`src/rtl/bram_arb_pkg.sv`:
```
// Shared constants and response-state encoding for the two-port 1RW BRAM arbiter.
package bram_arb_pkg;

  localparam int unsigned NUM_PORTS = 2;

  typedef enum logic {
    RSP_EMPTY = 1'b0,
    RSP_HELD  = 1'b1
  } rsp_state_e;

endpackage

```
`src/rtl/bram_arb_rsp.sv`:
```
// One port's read-response path: presents MEM_DOUT the cycle after a read grant and
// holds it in a skid register while the requester stalls.
module bram_arb_rsp
  import bram_arb_pkg::*;
#(
  parameter int unsigned DATA_WIDTH = 32
) (
  input  logic                  clk,
  input  logic                  rst,
  input  logic                  rd_grant,
  input  logic                  rsp_rdy,
  input  logic [DATA_WIDTH-1:0] mem_dout,
  output logic                  rsp_val_c,
  output logic [DATA_WIDTH-1:0] rsp_data_c,
  output logic                  rd_ok_c
);

  rsp_state_e            state;
  rsp_state_e            state_next;
  logic                  inflight;
  logic                  capture;
  logic [DATA_WIDTH-1:0] hold_data;

  always_ff @(posedge clk or posedge rst) begin
    if (rst) begin
      state     <= RSP_EMPTY;
      inflight  <= 1'b0;
      hold_data <= '0;
    end else begin
      state    <= state_next;
      inflight <= rd_grant;
      if (capture) hold_data <= mem_dout;
    end
  end

  // A new read may issue only when the previous response leaves this cycle.
  always_comb begin
    state_next = state;
    capture    = 1'b0;
    rsp_val_c  = 1'b0;
    rsp_data_c = mem_dout;
    rd_ok_c    = 1'b0;
    case (state)
      RSP_EMPTY: begin
        rsp_val_c = inflight;
        rd_ok_c   = !inflight || rsp_rdy;
        if (inflight && !rsp_rdy) begin
          state_next = RSP_HELD;
          capture    = 1'b1;
        end
      end
      RSP_HELD: begin
        rsp_val_c  = 1'b1;
        rsp_data_c = hold_data;
        if (rsp_rdy) state_next = RSP_EMPTY;
      end
    endcase
  end

endmodule

```
`src/rtl/bram_1rw_arbiter.sv`:
```
// Two-requester arbiter in front of a single-port (1RW) memory with latency-1 reads.
// Define BRAM_ARB_RR_EN for round-robin tie breaking; otherwise port 0 always wins ties.
module bram_1rw_arbiter
  import bram_arb_pkg::*;
#(
  parameter int unsigned DEPTH         = 512,
  parameter int unsigned ADDR_WIDTH    = 9,
  parameter int unsigned BITMASK_WIDTH = 32,
  parameter int unsigned DATA_WIDTH    = 32
) (
  input  logic                     MEMCLK,
  input  logic                     RESET,
  input  logic                     REQ_VAL_0,
  input  logic                     REQ_VAL_1,
  output logic                     REQ_RDY_0,
  output logic                     REQ_RDY_1,
  input  logic                     REQ_WEN_0,
  input  logic                     REQ_WEN_1,
  input  logic [ADDR_WIDTH-1:0]    REQ_ADDR_0,
  input  logic [ADDR_WIDTH-1:0]    REQ_ADDR_1,
  input  logic [BITMASK_WIDTH-1:0] REQ_BW_0,
  input  logic [BITMASK_WIDTH-1:0] REQ_BW_1,
  input  logic [DATA_WIDTH-1:0]    REQ_DATA_0,
  input  logic [DATA_WIDTH-1:0]    REQ_DATA_1,
  output logic                     RSP_VAL_0,
  output logic                     RSP_VAL_1,
  input  logic                     RSP_RDY_0,
  input  logic                     RSP_RDY_1,
  output logic [DATA_WIDTH-1:0]    RSP_DATA_0,
  output logic [DATA_WIDTH-1:0]    RSP_DATA_1,
  output logic                     MEM_CE,
  output logic                     MEM_RDWEN,
  output logic [ADDR_WIDTH-1:0]    MEM_A,
  output logic [BITMASK_WIDTH-1:0] MEM_BW,
  output logic [DATA_WIDTH-1:0]    MEM_DIN,
  input  logic [DATA_WIDTH-1:0]    MEM_DOUT
);

  if (DEPTH > (64'd1 << ADDR_WIDTH)) begin : g_depth_check
    $error("DEPTH does not fit in ADDR_WIDTH");
  end

  logic [NUM_PORTS-1:0] val;
  logic [NUM_PORTS-1:0] wen;
  logic [NUM_PORTS-1:0] rsp_rdy;
  logic [NUM_PORTS-1:0] rd_ok;
  logic [NUM_PORTS-1:0] elig;
  logic [NUM_PORTS-1:0] grant;
  logic [NUM_PORTS-1:0] rd_grant;

  assign val      = {REQ_VAL_1, REQ_VAL_0};
  assign wen      = {REQ_WEN_1, REQ_WEN_0};
  assign rsp_rdy  = {RSP_RDY_1, RSP_RDY_0};
  assign elig     = val & (wen | rd_ok);
  assign rd_grant = grant & ~wen;
  assign REQ_RDY_0 = grant[0];
  assign REQ_RDY_1 = grant[1];

`ifdef BRAM_ARB_RR_EN
  logic last_grant;

  // Remembers which port won most recently; reset favours port 0 on the first tie.
  always_ff @(posedge MEMCLK or posedge RESET) begin
    if (RESET)       last_grant <= 1'b1;
    else if (|grant) last_grant <= grant[1];
  end
`endif

  always_comb begin
    grant = '0;
    if (!RESET) begin
      if (&elig) begin
`ifdef BRAM_ARB_RR_EN
        grant = last_grant ? 2'b01 : 2'b10;
`else
        grant = 2'b01;
`endif
      end else begin
        grant = elig;
      end
    end
  end

  // Memory command mux; idle cycles drive zeros.
  always_comb begin
    MEM_CE    = 1'b0;
    MEM_RDWEN = 1'b1;
    MEM_A     = '0;
    MEM_BW    = '0;
    MEM_DIN   = '0;
    if (grant[0]) begin
      MEM_CE    = 1'b1;
      MEM_RDWEN = ~REQ_WEN_0;
      MEM_A     = REQ_ADDR_0;
      MEM_BW    = REQ_BW_0;
      MEM_DIN   = REQ_DATA_0;
    end else if (grant[1]) begin
      MEM_CE    = 1'b1;
      MEM_RDWEN = ~REQ_WEN_1;
      MEM_A     = REQ_ADDR_1;
      MEM_BW    = REQ_BW_1;
      MEM_DIN   = REQ_DATA_1;
    end
  end

  bram_arb_rsp #(.DATA_WIDTH(DATA_WIDTH)) u_rsp_0 (
    .clk        (MEMCLK),
    .rst        (RESET),
    .rd_grant   (rd_grant[0]),
    .rsp_rdy    (rsp_rdy[0]),
    .mem_dout   (MEM_DOUT),
    .rsp_val_c  (RSP_VAL_0),
    .rsp_data_c (RSP_DATA_0),
    .rd_ok_c    (rd_ok[0])
  );

  bram_arb_rsp #(.DATA_WIDTH(DATA_WIDTH)) u_rsp_1 (
    .clk        (MEMCLK),
    .rst        (RESET),
    .rd_grant   (rd_grant[1]),
    .rsp_rdy    (rsp_rdy[1]),
    .mem_dout   (MEM_DOUT),
    .rsp_val_c  (RSP_VAL_1),
    .rsp_data_c (RSP_DATA_1),
    .rd_ok_c    (rd_ok[1])
  );

endmodule
```
`config.mk`:
```
export PLATFORM = sky130hd
export DESIGN_NAME = bram_1rw_arbiter
export DESIGN_NICKNAME = d
export VERILOG_FILES = /design/src/rtl/bram_arb_pkg.sv /design/src/rtl/bram_arb_rsp.sv /design/src/rtl/bram_1rw_arbiter.sv
export SDC_FILE = /design/constraint.sdc
export NUM_CORES = 1
export LEC_CHECK = 0
export ABC_AREA = 1
export BUFFER_PORTS_ARGS = -buffer_cell sky130_fd_sc_hd__buf_2
export CAP_MARGIN = 5
export CORE_AREA = 4 4 126 128
export CTS_BUF_LIST = sky130_fd_sc_hd__clkbuf_2 sky130_fd_sc_hd__clkbuf_4 sky130_fd_sc_hd__clkbuf_8
export CTS_CLUSTER_SIZE = 24
export DETAILED_ROUTE_END_ITERATION = 8
export DIE_AREA = 0 0 130 132
export SYNTH_ARGS = -nofsm -noshare
export SYNTH_HDL_FRONTEND = slang
export SYNTH_SLANG_ARGS = --single-unit
```
`constraint.sdc`:
```
create_clock -name MEMCLK -period 3.95 [get_ports MEMCLK]
set_input_delay 0.5925 -clock MEMCLK [delete_from_list [all_inputs] [get_ports MEMCLK]]
set_output_delay 0.5925 -clock MEMCLK [all_outputs]
set_load 0.01 [all_outputs]
```
==> results.py, run 1 <==
metrics = {
    "sta": {
        "skew_ps": 9.23,
        "rsz0062_at_grt": "false",
        "finalHoldViolations": 0,
        "timing.final.crit_share": 0.743,
        "hold_ws_ps": 411,
        "min_period_ps": 2940,
        "worstMarginPinSlew_ps": 879,
        "maxSlewViolCount": 0,
        "slew_headroom": 0.414,
        "fin_setup_tns_ps": 0,
        "finalSetupViolations": 0,
        "max_freq_ghz": 0.341,
    },
    "drt": {
        "ant_nets": 0,
        "routed_wl_um": 17000,
        "drt-met1-wl_um": 7160,
        "initialDrtViolationCount": 342,
        "drt-vias-per-instance": 4.37,
        "wl_met2_um": 8160,
        "firstDrtPassIters": 4,
        "post-route-drc-count": 0,
        "routed-via-count": 5033,
        "wl_met3_um": 1560,
        "wl_per_cell_um": 14.8,
        "maxUsedRoutingLayer": "met4",
    },
    "min_path": {
        "min_path_type": "in2reg",
        "min_path_cells": 2,
    },
    "floorplan": {
        "design.core.area_um2": 14900,
        "initial_utilization": 0.279,
        "dieArea_um2": 17200,
        "die_x_um": 130,
        "io_pins": 329,
        "die_y_um": 132,
        "rows": 45,
    },
    "setup_path": {
        "cpMaxStageDelayCell": "inv_2",
        "path_class": "reg2out",
        "worstPathArrival_ps": 2340,
        "worstPathCellList": "inv_2 -> nand2_1 -> a21oi_2 -> nand2_1 -> inv_2 -> buf_4 -> nand2_1 -> nand2_1 -> buf_2",
        "critPathLaunchType": "register",
        "rr_worst_depth": 8,
        "crit_fanout": 40,
        "cpPeakStageDelay_ps": 500,
        "crit_family": "buffers and inverters",
        "cp.depth": 9,
        "cp.required_ps": 3360,
        "crit_top_cell": "nand2_1",
        "critPathBufInv": 4,
        "setup.worst_path.end_class": "output port",
    },
    "power": {
        "power_frac_comb": 0.277,
        "power_frac_seq": 0.461,
        "p_int_mw": 1.37,
        "switchingPower_mw": 0.645,
        "swShare": 0.320,
        "p_leak_nw": 3.63,
        "p_per_area_nw_per_um2": 333,
        "pwr-share-clk": 0.262,
        "finalPower_mw": 2.02,
        "ir_drop_mv": 0.120,
    },
    "yosys": {
        "synthCells": 651,
        "avgSynthCellArea_um2": 6.36,
        "synth_area_leaders": "dfrtp_1 41%, nand2_1 33%, o21ai_0 15%, inv_1 3.7%, clkbuf_1 2.5%",
        "synth_seq_area_share": 0.411,
        "yosysWarnings": 0,
        "synth_seq_cells": 68,
        "synth_cell_types": 15,
        "yosys.area.top_type": "dfrtp_1",
        "yosysTopAreaCellShare": 0.411,
        "synth.cell_area_um2": 4140,
        "synth_fp_nets": 837,
    },
    "placement": {
        "port_buffers": 328,
        "gp_congestion": 0.898,
        "dpl_cell_area_um2": 5860,
        "dp_cells": 1133,
        "hpwl_um": 13300,
    },
    "clock_tree": {
        "numClockSinks": 68,
        "holdBufCountCts": 0,
        "clkTransAtPathRegs_ps": 70,
        "cts_buffers": 9,
        "cts_tree": "yes",
        "clk_latency_ps": 340,
        "ctsRootBufferMaster": "clkbuf_8",
        "cts_buffer_depth": 2,
        "ctsResizeCount": 0,
        "h-tree-depth": 3,
        "post-cts-setup-buffer-count": 0,
    },
    "grt": {
        "grt_max_degree": 70,
        "grt_usage": 0.190,
        "grt_overflow": 0,
        "grt_pass1_vias": 4611,
        "grt_antenna_before_repair": 6,
        "grt_pass1_wl_um": 25500,
    },
    "cells_and_area": {
        "layoutNonFillerInstCount": 1152,
        "drive_gt1_frac": 0.376,
        "final_area_um2": 6060,
        "area_growth_pct": 46.2,
        "fill_cells": 1670,
        "final_nets": 1142,
    },
    "job": {
        "max_cap_viol_count": 0,
    },
    "status": {
        "status": "finished, final reports clean",
    },
}
==> cell usage after synthesis <==
cell	count
inv_1	41
dfrtp_1	68
nand3_1	3
clkbuf_1	28
a21oi_1	2
o21ai_0	128
nor2_1	1
buf_2	6
nand2_2	1
buf_6	7
a21oi_2	1
nand2_1	360
buf_8	1
nor2_4	1
inv_2	3
==> state kept, by name, summed over array words and instances, names as in the netlist <==
register	cells
u_rsp_0.hold_data	32
u_rsp_0.inflight	1
u_rsp_0.state	1
u_rsp_1.hold_data	32
u_rsp_1.inflight	1
u_rsp_1.state	1
==> metal layers <==
metal  vias up  global-route usage
met4         0              0.0600
li1       2621                   -
met5         -                   0
met2       193               0.300
met3        15              0.0608
met1      2204               0.245
==> layout make-up <==
type                       count  area [um2]  share of cell area
inverter                      44         165              0.0273
sequential                    68        1700               0.281
multi-input combinational    497        2060               0.340
clock inverter                 1        7.51             0.00124
timing repair buffer         336        1700               0.281
clock buffer                  13         173              0.0285
antenna                        5        12.5             0.00207
tap                          188         235              0.0388
==> path summary, 6_finish.rpt <==
path / start / end / slack [ps]
worst max-delay path: u_rsp_1.state / MEM_BW[6] / 1010
worst min-delay path: RSP_RDY_0 / u_rsp_0.state / 410
worst max register to register: u_rsp_0.state / u_rsp_0.inflight / 2200
worst min register to register: u_rsp_0.hold_data[20] / u_rsp_0.hold_data[20] / 490
max in group asynchronous: RESET / u_rsp_1.state / 2800
min in group asynchronous: RESET / u_rsp_1.inflight / 550
==> metrics by stage <==
stage                     setup slack (ps)   util
after floorplan                        427      -
after CTS                              987  0.407
final                                 1010  0.407
after detailed placement              1030  0.394
after global routing                   799  0.407
after global placement                1080  0.394
==> power groups by stage <==
stage / clock, mW / sequential [mW] / combinational, mW
floorplan: 0 / 0.923 / 0.318
global placement: 0 / 0.936 / 0.559
detailed placement: 0 / 0.940 / 0.564
CTS: 0.546 / 0.929 / 0.566
global route: 0.578 / 0.949 / 0.640
finish: 0.528 / 0.929 / 0.557
==> cells in the final DEF, fill, tap and decap left out <==
master and count:
o21ai_0 128, inv_2 4, nor2_4 1, a21oi_1 2, buf_4 8, nand3_2 2
nand3_1 1, nor2_1 1, clkbuf_4 1, dfrtp_2 2, nand2_1 360, inv_1 40
diode_2 5, nand2_2 1, clkbuf_8 12, a21oi_2 1, dfrtp_1 66, buf_2 328
clkinvlp_4 1
==> kinds of logic after synthesis <==
| family | synth area share |
|---|---|
| DFF | 0.411 |
| buffers and inverters | 0.0951 |
| and+or+nand+nor | 0.335 |
| AOI/OAI and AO/OA | 0.159 |
==> worst reg2reg max path: stages, from the launching register on <==
cell     delay [ps]
dfrtp_2         410
inv_2            80
nand2_1          50
nand2_1          70
nand2_2          80
nor2_4          190
buf_4           570
nand2_1         150
inv_1            80
Note: power is estimated with default switching activity, not from simulation.
==> run 2, diff against run 1 <==
- clock period: 3.95 -> 2.8 ns (I/O delays scaled with it)
==> run 2 against run 1 <==
Against the previous run: first-iteration DRC count fell by 13%; largest power group unchanged; highest routed layer unchanged; clock skew rose by 0.54 ps; utilization rose by 0.38 points; die area did not move; critical path type unchanged.
==> results.py, run 2 (synthesis results as in run 1) <==
metrics = {
    "status": {
        "status": "finished, final reports clean",
    },
    "grt": {
        "grt_overflow": 0,
        "grt_usage": 0.193,
        "grt_pass1_vias": 4839,
        "grt_max_degree": 75,
        "grt_pass1_wl_um": 26000,
        "grt_antenna_before_repair": 2,
    },
    "placement": {
        "dpl_cell_area_um2": 5910,
        "post-place-ws_ps": 527,
        "gp_congestion": 0.924,
        "hpwl_um": 13400,
        "port_buffers": 328,
    },
    "clock_tree": {
        "holdBufCountCts": 0,
        "clkTransAtPathRegs_ps": 70,
        "cts_buffers": 9,
        "ctsResizeCount": 0,
        "post-cts-setup-buffer-count": 0,
        "h-tree-depth": 3,
        "numClockSinks": 68,
        "cts_tree": "yes",
        "ctsRootBufferMaster": "clkbuf_8",
        "cts_buffer_depth": 2,
        "clk_latency_ps": 340,
    },
    "cells_and_area": {
        "drive_gt1_frac": 0.378,
        "area_growth_pct": 47.5,
        "final_nets": 1143,
        "final_common_cell": "nand2_1",
        "final_area_um2": 6110,
        "layout_common_cells": "360 x nand2_1, 328 x buf_2, 128 x o21ai_0",
        "reg_top3": "u_rsp_0.hold_data (32), u_rsp_1.hold_data (32)",
    },
    "floorplan": {
        "io_pins": 329,
        "rows": 45,
        "design.core.area_um2": 14900,
        "die_y_um": 132,
        "initial_utilization": 0.279,
        "dieArea_um2": 17200,
        "die_x_um": 130,
    },
    "sta": {
        "timing.final.crit_share": 0.868,
        "hold_ws_ps": 232,
        "fin_setup_tns_ps": 0,
        "finalHoldViolations": 0,
        "rsz0062_at_grt": "false",
        "setup_ws_ps": 368,
        "worstMarginPinSlew_ps": 883,
        "finalSetupViolations": 0,
        "skew_ps": 9.77,
        "maxSlewViolCount": 0,
        "min_period_ps": 2430,
        "slew_headroom": 0.412,
        "max_freq_ghz": 0.411,
    },
    "min_path": {
        "min_path_type": "in2reg",
    },
    "setup_path": {
        "crit_top_cell": "nand2_1",
        "cpPeakStageDelay_ps": 410,
        "cp.required_ps": 2380,
        "crit_family": "buffers and inverters",
        "path_class": "reg2out",
        "crit_fanout": 53,
        "critPathLaunchType": "register",
        "critPathBufInv": 4,
        "worstPathCellList": "inv_2 -> nand2_1 -> a21oi_2 -> nand2_1 -> inv_2 -> buf_12 -> nand2_1 -> nand2_1 -> buf_2",
        "worstPathArrival_ps": 2010,
        "cpMaxStageDelayCell": "dfrtp_2",
        "setup.worst_path.end_class": "output port",
    },
    "job": {
        "max_cap_viol_count": 0,
    },
    "drt": {
        "post-route-drc-count": 0,
        "initialDrtViolationCount": 296,
        "routed_wl_um": 17000,
        "drt-vias-per-instance": 4.40,
        "ant_nets": 0,
        "routed-via-count": 5062,
        "wl_per_cell_um": 14.7,
        "firstDrtPassIters": 5,
    },
    "power": {
        "p_leak_nw": 3.66,
        "p_per_area_nw_per_um2": 478,
        "ir_drop_mv": 0.207,
        "finalPower_mw": 2.92,
    },
}
[run 2: cell types whose count changed in the layout (fill, tap and decap cells not counted), sizes merged]
cell	change
buf	+1
bufinv	+1
clkinv	+1
diode	-3
inv	-1
[run 2: power breakdown]
group	internal, mW	switching [mW]	leakage, nW
Clock	0.460	0.360	0.104
Combinational	0.341	0.447	2.69
Sequential	1.20	0.113	0.862
Total	2.00	0.920	3.66
[run 2: worst reg2reg max path: cells and delay by family (launching register included)]
| family | cells | cell delay, ps |
|---|---|---|
| buf+inv | 2 | 490 |
| compound gates | 1 | 80 |
| flops | 1 | 410 |
| simple gates | 2 | 520 |
[run 2: per-stage QoR]
stage / utilization / instances
2_1_floorplan: - / 651
3_3_place_gp: 0.398 / 1134
3_5_place_dp: 0.398 / 1134
4_1_cts: 0.411 / 1149
5_1_grt: 0.411 / 1150
6_report: 0.411 / 1151
[run 2: cell type report]
class,instances,area [um2]
well taps,188,235
repair buffers,337,1750
diodes,2,5.00
multi-input cells,497,2060
flip-flops and latches,68,1700
fillers,1677,8750
inverters,44,169
clock inverters,2,35.0
clock buffers,13,160
[run 2: final timing paths]
| kind | start | end | cells past startpoint | slack, ps |
|---|---|---|---|---|
| max in group asynchronous | RESET | u_rsp_0.state | 3 | 1790 |
| hold reg to reg | u_rsp_1.hold_data[8] | u_rsp_1.hold_data[8] | 2 | 490 |
| hold / removal | RSP_RDY_1 | u_rsp_1.state | 2 | 230 |
| min in group asynchronous | RESET | u_rsp_1.hold_data[29] | 3 | 390 |
| setup / recovery | u_rsp_1.state | MEM_BW[0] | 9 | 370 |
| setup reg to reg | u_rsp_0.state | u_rsp_0.hold_data[8] | 5 | 1170 |
[run 2: metal layers]
metal,part of all wire,vias up,global-route usage
li1,-,2621,-
met1,0.42,2215,0.252
met2,0.47,209,0.309
met3,0.10,17,0.0608
met4,0.014,0,0.0473
met5,0,-,0
